==> src/rtl/ifetch_pkg.sv <==
// Shared constants, helpers and types for the instruction fetch unit.
package ifetch_pkg;

    localparam int unsigned ADDR_W_DEF = 32;
    localparam int unsigned DATA_W_DEF = 32;
    localparam int unsigned DEPTH_DEF  = 4;

    // Flush status: RUN while nothing is owed to the drop counter.
    localparam logic [0:0] FLUSH_RUN    = 1'b0;
    localparam logic [0:0] FLUSH_ACTIVE = 1'b1;

    // Pointers carry one extra wrap bit above the slot index.
    function automatic int unsigned ptr_width(input int unsigned depth);
        return $clog2(depth) + 1;
    endfunction

    // One slot-buffer entry at the default widths.
    typedef struct packed {
        logic [ADDR_W_DEF-1:0] pc;
        logic [DATA_W_DEF-1:0] data;
        logic                  filled;
    } slot_t;

endpackage

==> src/rtl/ifetch_slot_buf.sv <==
// In-order slot buffer: entries are allocated on request, filled on response
// and popped by decode. Three wrap-bit pointers track the three positions.
module ifetch_slot_buf
    import ifetch_pkg::*;
#(
    parameter int unsigned ADDR_W = ADDR_W_DEF,
    parameter int unsigned DATA_W = DATA_W_DEF,
    parameter int unsigned DEPTH  = DEPTH_DEF,
    localparam int unsigned PTR_W = ptr_width(DEPTH)
) (
    input  logic              clk,
    input  logic              rst_n,
    input  logic              alloc,
    input  logic [ADDR_W-1:0] alloc_pc,
    input  logic              fill,
    input  logic [DATA_W-1:0] fill_data,
    input  logic              pop,
    input  logic              flush,
    output logic              space,
    output logic              pending,
    output logic [PTR_W-1:0]  outstanding,
    output logic              head_valid,
    output logic [ADDR_W-1:0] head_pc,
    output logic [DATA_W-1:0] head_data
);

    localparam int unsigned IDX_W = PTR_W - 1;
    localparam logic [PTR_W-1:0] DEPTH_P = PTR_W'(DEPTH);
    localparam logic [PTR_W-1:0] ONE     = PTR_W'(1);

    typedef struct packed {
        logic [ADDR_W-1:0] pc;
        logic [DATA_W-1:0] data;
        logic              filled;
    } entry_t;

    entry_t [DEPTH-1:0] slots_q;

    logic [PTR_W-1:0] alloc_ptr_q, alloc_ptr_d;
    logic [PTR_W-1:0] fill_ptr_q, fill_ptr_d;
    logic [PTR_W-1:0] rd_ptr_q, rd_ptr_d;
    logic [PTR_W-1:0] level;

    logic [IDX_W-1:0] alloc_idx, fill_idx, rd_idx;

    assign alloc_idx = alloc_ptr_q[IDX_W-1:0];
    assign fill_idx  = fill_ptr_q[IDX_W-1:0];
    assign rd_idx    = rd_ptr_q[IDX_W-1:0];

    // Occupancy and head view, all from registered pointers.
    always_comb begin
        level       = alloc_ptr_q - rd_ptr_q;
        space       = (level < DEPTH_P);
        pending     = (fill_ptr_q != alloc_ptr_q);
        outstanding = alloc_ptr_q - fill_ptr_q;
        head_valid  = (rd_ptr_q != fill_ptr_q) & slots_q[rd_idx].filled;
        head_pc     = slots_q[rd_idx].pc;
        head_data   = slots_q[rd_idx].data;
    end

    // Pointer next state; a flush wins over any same-cycle movement.
    always_comb begin
        alloc_ptr_d = alloc_ptr_q;
        fill_ptr_d  = fill_ptr_q;
        rd_ptr_d    = rd_ptr_q;
        if (flush) begin
            alloc_ptr_d = '0;
            fill_ptr_d  = '0;
            rd_ptr_d    = '0;
        end else begin
            if (alloc) alloc_ptr_d = alloc_ptr_q + ONE;
            if (fill)  fill_ptr_d  = fill_ptr_q + ONE;
            if (pop)   rd_ptr_d    = rd_ptr_q + ONE;
        end
    end

    // Pointer registers.
    always_ff @(posedge clk) begin
        if (!rst_n) begin
            alloc_ptr_q <= '0;
            fill_ptr_q  <= '0;
            rd_ptr_q    <= '0;
        end else begin
            alloc_ptr_q <= alloc_ptr_d;
            fill_ptr_q  <= fill_ptr_d;
            rd_ptr_q    <= rd_ptr_d;
        end
    end

    // Slot storage; alloc and fill never target the same index in one cycle.
    always_ff @(posedge clk) begin
        if (!rst_n) begin
            for (int i = 0; i < int'(DEPTH); i++) begin
                slots_q[i] <= '0;
            end
        end else begin
            if (alloc) begin
                slots_q[alloc_idx].pc     <= alloc_pc;
                slots_q[alloc_idx].filled <= 1'b0;
            end
            if (fill) begin
                slots_q[fill_idx].data   <= fill_data;
                slots_q[fill_idx].filled <= 1'b1;
            end
        end
    end

endmodule

==> src/rtl/ifetch_unit.sv <==
// Instruction fetch unit: issues PC-stage addresses to instruction memory,
// buffers the in-order responses and flushes wrong-path work on redirect.
module ifetch_unit
    import ifetch_pkg::*;
#(
    parameter int unsigned ADDR_W = ADDR_W_DEF,
    parameter int unsigned DATA_W = DATA_W_DEF,
    parameter int unsigned DEPTH  = DEPTH_DEF
) (
    input  logic              clk,
    input  logic              rst_n,
    input  logic              pc_valid,
    input  logic [ADDR_W-1:0] pc_addr,
    output logic              pc_ready,
    input  logic              redirect,
    output logic              mem_req,
    output logic [ADDR_W-1:0] mem_addr,
    input  logic              mem_gnt,
    input  logic              mem_rvalid,
    input  logic [DATA_W-1:0] mem_rdata,
    output logic              inst_valid,
    output logic [DATA_W-1:0] inst_data,
    output logic [ADDR_W-1:0] inst_pc,
    input  logic              inst_ready,
    output logic              resp_err
);

    localparam int unsigned PTR_W = ptr_width(DEPTH);
    localparam logic [PTR_W-1:0] ONE = PTR_W'(1);

    logic             space;
    logic             pending;
    logic [PTR_W-1:0] outstanding;
    logic             head_valid;
    logic [ADDR_W-1:0] head_pc;
    logic [DATA_W-1:0] head_data;

    logic [PTR_W-1:0] drop_cnt_q, drop_cnt_d;
    logic             resp_err_q, resp_err_d;
    logic [0:0]       flush_state;

    logic rsp_drop, rsp_fill, rsp_unexp;
    logic pop;

    // Handshakes and response classification.
    always_comb begin
        flush_state = (drop_cnt_q != '0) ? FLUSH_ACTIVE : FLUSH_RUN;
        mem_req     = rst_n & pc_valid & space & ~redirect;
        pc_ready    = mem_req & mem_gnt;
        mem_addr    = pc_addr;
        rsp_drop    = mem_rvalid & (flush_state == FLUSH_ACTIVE);
        rsp_fill    = mem_rvalid & (flush_state == FLUSH_RUN) & pending;
        rsp_unexp   = mem_rvalid & (flush_state == FLUSH_RUN) & ~pending;
        inst_valid  = rst_n & head_valid;
        inst_data   = head_data;
        inst_pc     = head_pc;
        pop         = inst_valid & inst_ready;
        resp_err    = resp_err_q;
    end

    // Drop accounting: on redirect every granted but unreturned request is owed
    // a discard, net of any response consumed in that same cycle.
    always_comb begin
        drop_cnt_d = drop_cnt_q;
        if (rsp_drop) drop_cnt_d = drop_cnt_d - ONE;
        if (redirect) drop_cnt_d = drop_cnt_d + outstanding - PTR_W'(rsp_fill);
        resp_err_d = resp_err_q | rsp_unexp;
    end

    // Drop counter and sticky error flag.
    always_ff @(posedge clk) begin
        if (!rst_n) begin
            drop_cnt_q <= '0;
            resp_err_q <= 1'b0;
        end else begin
            drop_cnt_q <= drop_cnt_d;
            resp_err_q <= resp_err_d;
        end
    end

    ifetch_slot_buf #(
        .ADDR_W (ADDR_W),
        .DATA_W (DATA_W),
        .DEPTH  (DEPTH)
    ) u_slot_buf (
        .clk         (clk),
        .rst_n       (rst_n),
        .alloc       (pc_ready),
        .alloc_pc    (pc_addr),
        .fill        (rsp_fill),
        .fill_data   (mem_rdata),
        .pop         (pop),
        .flush       (redirect),
        .space       (space),
        .pending     (pending),
        .outstanding (outstanding),
        .head_valid  (head_valid),
        .head_pc     (head_pc),
        .head_data   (head_data)
    );

endmodule

==> config.mk <==
export PLATFORM = sky130hd
export DESIGN_NAME = ifetch_unit
export DESIGN_NICKNAME = d
export VERILOG_FILES = /design/src/rtl/ifetch_pkg.sv /design/src/rtl/ifetch_slot_buf.sv /design/src/rtl/ifetch_unit.sv
export SDC_FILE = /design/constraint.sdc
export NUM_CORES = 1
export LEC_CHECK = 0
export ABC_AREA = 1
export CORE_ASPECT_RATIO = 0.9
export CORE_MARGIN = 1.5
export CORE_UTILIZATION = 50
export DETAILED_ROUTE_END_ITERATION = 10
export HOLD_SLACK_MARGIN = 0.06
export PLACE_DENSITY = 0.76
export SETUP_SLACK_MARGIN = 0.02
export SLEW_MARGIN = 20
export SYNTH_ARGS = -nofsm -noshare
export SYNTH_HDL_FRONTEND = slang
export SYNTH_SLANG_ARGS = --single-unit
==> constraint.sdc <==
create_clock -name clk -period 3.11 [get_ports clk]
set_input_delay 0.7775 -clock clk [delete_from_list [all_inputs] [get_ports clk]]
set_output_delay 0.7775 -clock clk [all_outputs]
set_load 0.01 [all_outputs]
==> results_dict.tcl <==
set metrics [dict create \
    core_sq_mm 0.0253 \
    avgSynthCellArea_sq_um 6.92 \
    netlist_instances 1863 \
    max_freq_mhz 320 \
    cts.sinks 273 \
    wl_met1_um 16200 \
    fin_util_pct 62.5 \
    internal_power_w 0.00574 \
    grt_pass1_vias 11718 \
    cts-buffers-inserted 28 \
    cts-htree-levels 1 \
    status "complete, but fails checks" \
    die_x_um 172 \
    rows 55 \
    viasPerCell 5.60 \
    worstMarginPinSlew_ns 0.789 \
    grt_pass1_wl_um 60000 \
    root_buffer "clkbuf_16" \
    path_max_fanout 3 \
    synth_area_leader_cell "dfxtp_1" \
    post_drt_wl_per_cell_um 16.8 \
    cts_tree "done" \
    min_path_cells 2 \
    yosysTopAreaCellShare_pct 42.4 \
    synthMuxAreaShare_pct 0 \
    end_kind "flop" \
    max_cap_viol_count 0 \
    violations "setup timing" \
    clockBufferDepth 3 \
    hold_end "u_slot_buf.slots_q[85]" \
    final_common_cell "nor2_1" \
    final_cell_mix "nor2_1 (395), nand2_1 (292), dfxtp_1 (270)" \
    reg2reg_slack_ns -0.01 \
    grt_max_degree 81 \
    clk_latency_ns 0.53 \
    yosys_register_bits 273 \
    post-route-min-period_ns 3.12 \
    synthTopCellsByArea "dfxtp_1 (42%), nor2_1 (12%), nand3_1 (10%)" \
    r2r_start "drop_cnt_q[1]" \
    first_iter_violations 1264 \
    hold_viol_final 0 \
    reg2regPathDepth 17 \
    place.gp.congestion 0.810 \
    dieArea_sq_mm 0.0268 \
    setup.worst_path.start_class "input port" \
    leakagePower_nw 6.54 \
    r2r_end "drop_cnt_q[2]" \
    ioPinCount 171 \
    crit_arrival_ns 3.60 \
    p_clk_share_pct 42.1 \
    dpl-instance-area_sq_mm 0.0146 \
    power.switching_w 0.00180 \
    diodes 0 \
    ys_seq_area_share_pct 42.4 \
    fin_crit_sh_pct 100 \
    cts_hold_buf 0 \
    synthXorXnorAreaFrac_pct 0.612 \
    place.port_buffers 170 \
    drc_errors 0 \
    swShare_pct 23.9 \
    fin_area_sq_mm 0.0158 \
    synth_adder_area_share_pct 1.88 \
    area.growth.synth_to_final_pct 22.5 \
    yosysUniqueCellTypes 29 \
    layout-drive-gt1-share_pct 6.77 \
    slew_viol_final 0 \
    setup_viol 1 \
    final_nets 2023 \
    track_usage_pct 27.5 \
    power.density_mw_per_mm2 478 \
    synth_compound_area_share_pct 14.0 \
    clock_skew_ns 0.00933 \
    drt-total-wl_um 38600 \
    ir_drop_v 0.000379 \
    synth-simple-area-share_pct 31.1 \
    wl_met3_um 3120 \
    maxSlewHeadroom_pct 47.4 \
    antenna_found_initial 0 \
    power_frac_comb_pct 10.8 \
    min_from "u_slot_buf.slots_q[85]" \
    worstHoldPathType "flop to flop" \
    cp.required_ns 3.58 \
    syn_nets 1951 \
    ant_nets 0 \
    tns_ns -0.0144 \
    synth_top_family_by_area "simple AND/OR/NAND/NOR gates" \
    yosysWarnings 0 \
    start_util_pct 51.0 \
    fill_cells 2272 \
    critPathKind "input port to flop" \
    route.met2.wl_um 18600 \
    overflow 0 \
    seqPwrFrac_pct 47.1 \
    syn_area_sq_mm 0.0129 \
    first_pass_iters 5 \
    dp_hpwl_um 20500 \
    rsz0062_at_grt "yes" \
    dr.max_layer_used "met4" \
    fin_ws_ns -0.0144 \
    fp.dieH_um 155 \
    clk_transition_reported_paths_ns 0.06 \
    vias 12829 \
]
## power by group through the flow
| stage | Combinational (W) | Clock (W) | Sequential, W |
|---|---|---|---|
| after global routing | 0.000904 | 0.00337 | 0.00355 |
| final | 0.000819 | 0.00318 | 0.00355 |
| after global placement | 0.000778 | 0 | 0.00363 |
| after CTS | 0.000826 | 0.00321 | 0.00355 |
| after floorplan | 0.000505 | 0 | 0.00363 |
| after detailed placement | 0.000813 | 0 | 0.00363 |
## synthesized netlist by cell type, drive strengths merged
cell type / instances
clkinv: 1
nor3: 1
o21ai: 137
xnor2: 6
a21boi: 1
fa: 4
inv: 66
nor2: 399
nand4: 6
a21oi: 142
xor2: 3
and2: 1
nand3: 263
buf: 101
nand2: 296
ha: 13
dfxtp: 273
o22ai: 64
clkbuf: 86
## critical path: stages
cell	delay, ns
dlygate4sd2_1	0.34
inv_1	0.10
nor2_2	0.13
nand2_4	0.06
fa_1	0.51
inv_1	0.06
fa_1	0.48
inv_1	0.05
ha_2	0.17
fa_2	0.36
xnor2_2	0.15
a21boi_1	0.12
o21ai_1	0.09
nand2_1	0.06
nand2_1	0.04
nor2_1	0.10
## stage by stage
step / instances / total power [W] / setup WS, ns / hold WS (ns)
floorplan: 1863 / 0.00413 / -0.0524 / 0.437
global placement: 2234 / 0.00441 / -0.781 / 0.445
detailed placement: 2235 / 0.00444 / -0.859 / 0.450
CTS: 2286 / 0.00759 / -0.0295 / 0.459
global route: 2292 / 0.00783 / -0.244 / 0.470
finish: 2292 / 0.00755 / -0.0144 / 0.457
## how the worst max path moves through the flow
stage                        from  slack [ns]             to
floorplan              mem_rvalid       -0.05  drop_cnt_q[2]
global placement       mem_rvalid       -0.78  drop_cnt_q[2]
detailed placement     mem_rvalid       -0.86  drop_cnt_q[2]
CTS                 drop_cnt_q[1]       -0.03  drop_cnt_q[2]
global route        drop_cnt_q[1]       -0.24  drop_cnt_q[2]
finish                 mem_rvalid       -0.01  drop_cnt_q[2]
## sequential cells by signal (all words and copies together) (netlist names)
| name | flops |
|---|---|
| resp_err | 1 |
| u_slot_buf.rd_ptr_q | 3 |
| u_slot_buf.alloc_ptr_q | 3 |
| u_slot_buf.slots_q | 260 |
| u_slot_buf.fill_ptr_q | 3 |
| drop_cnt_q | 3 |
## repair_timing
item                       CTS  global route
hold endpoints to repair     0             0
resized for setup           11            40
pin swaps                    7             1
gates cloned                 2             5
setup endpoints to repair   36            40
buffers inserted             4             1
## area by class of cell
| cell class | instances | area (sq um) | area share (%) |
|---|---|---|---|
| timing repair buffer | 229 | 2540 | 16.1 |
| multi-input combinational | 1336 | 6220 | 39.4 |
| inverter | 67 | 269 | 1.70 |
| clock inverter | 2 | 10.0 | 0.0634 |
| sequential | 273 | 5470 | 34.7 |
| clock buffer | 43 | 848 | 5.37 |
| tap | 342 | 428 | 2.71 |
## cells by family after synthesis
logic type	after synthesis
compound gates	344
xor+xnor	9
fa+ha+maj	17
buf+inv	254
flops	273
simple gates	966
## per-layer routing
| layer | vias to the layer above | global-route usage, % |
|---|---|---|
| met5 | - | 0 |
| met2 | 577 | 46.5 |
| met4 | 0 | 6.75 |
| met3 | 63 | 3.51 |
| met1 | 5968 | 37.1 |
| li1 | 6221 | - |
Note: power is estimated with default switching activity, not from simulation.
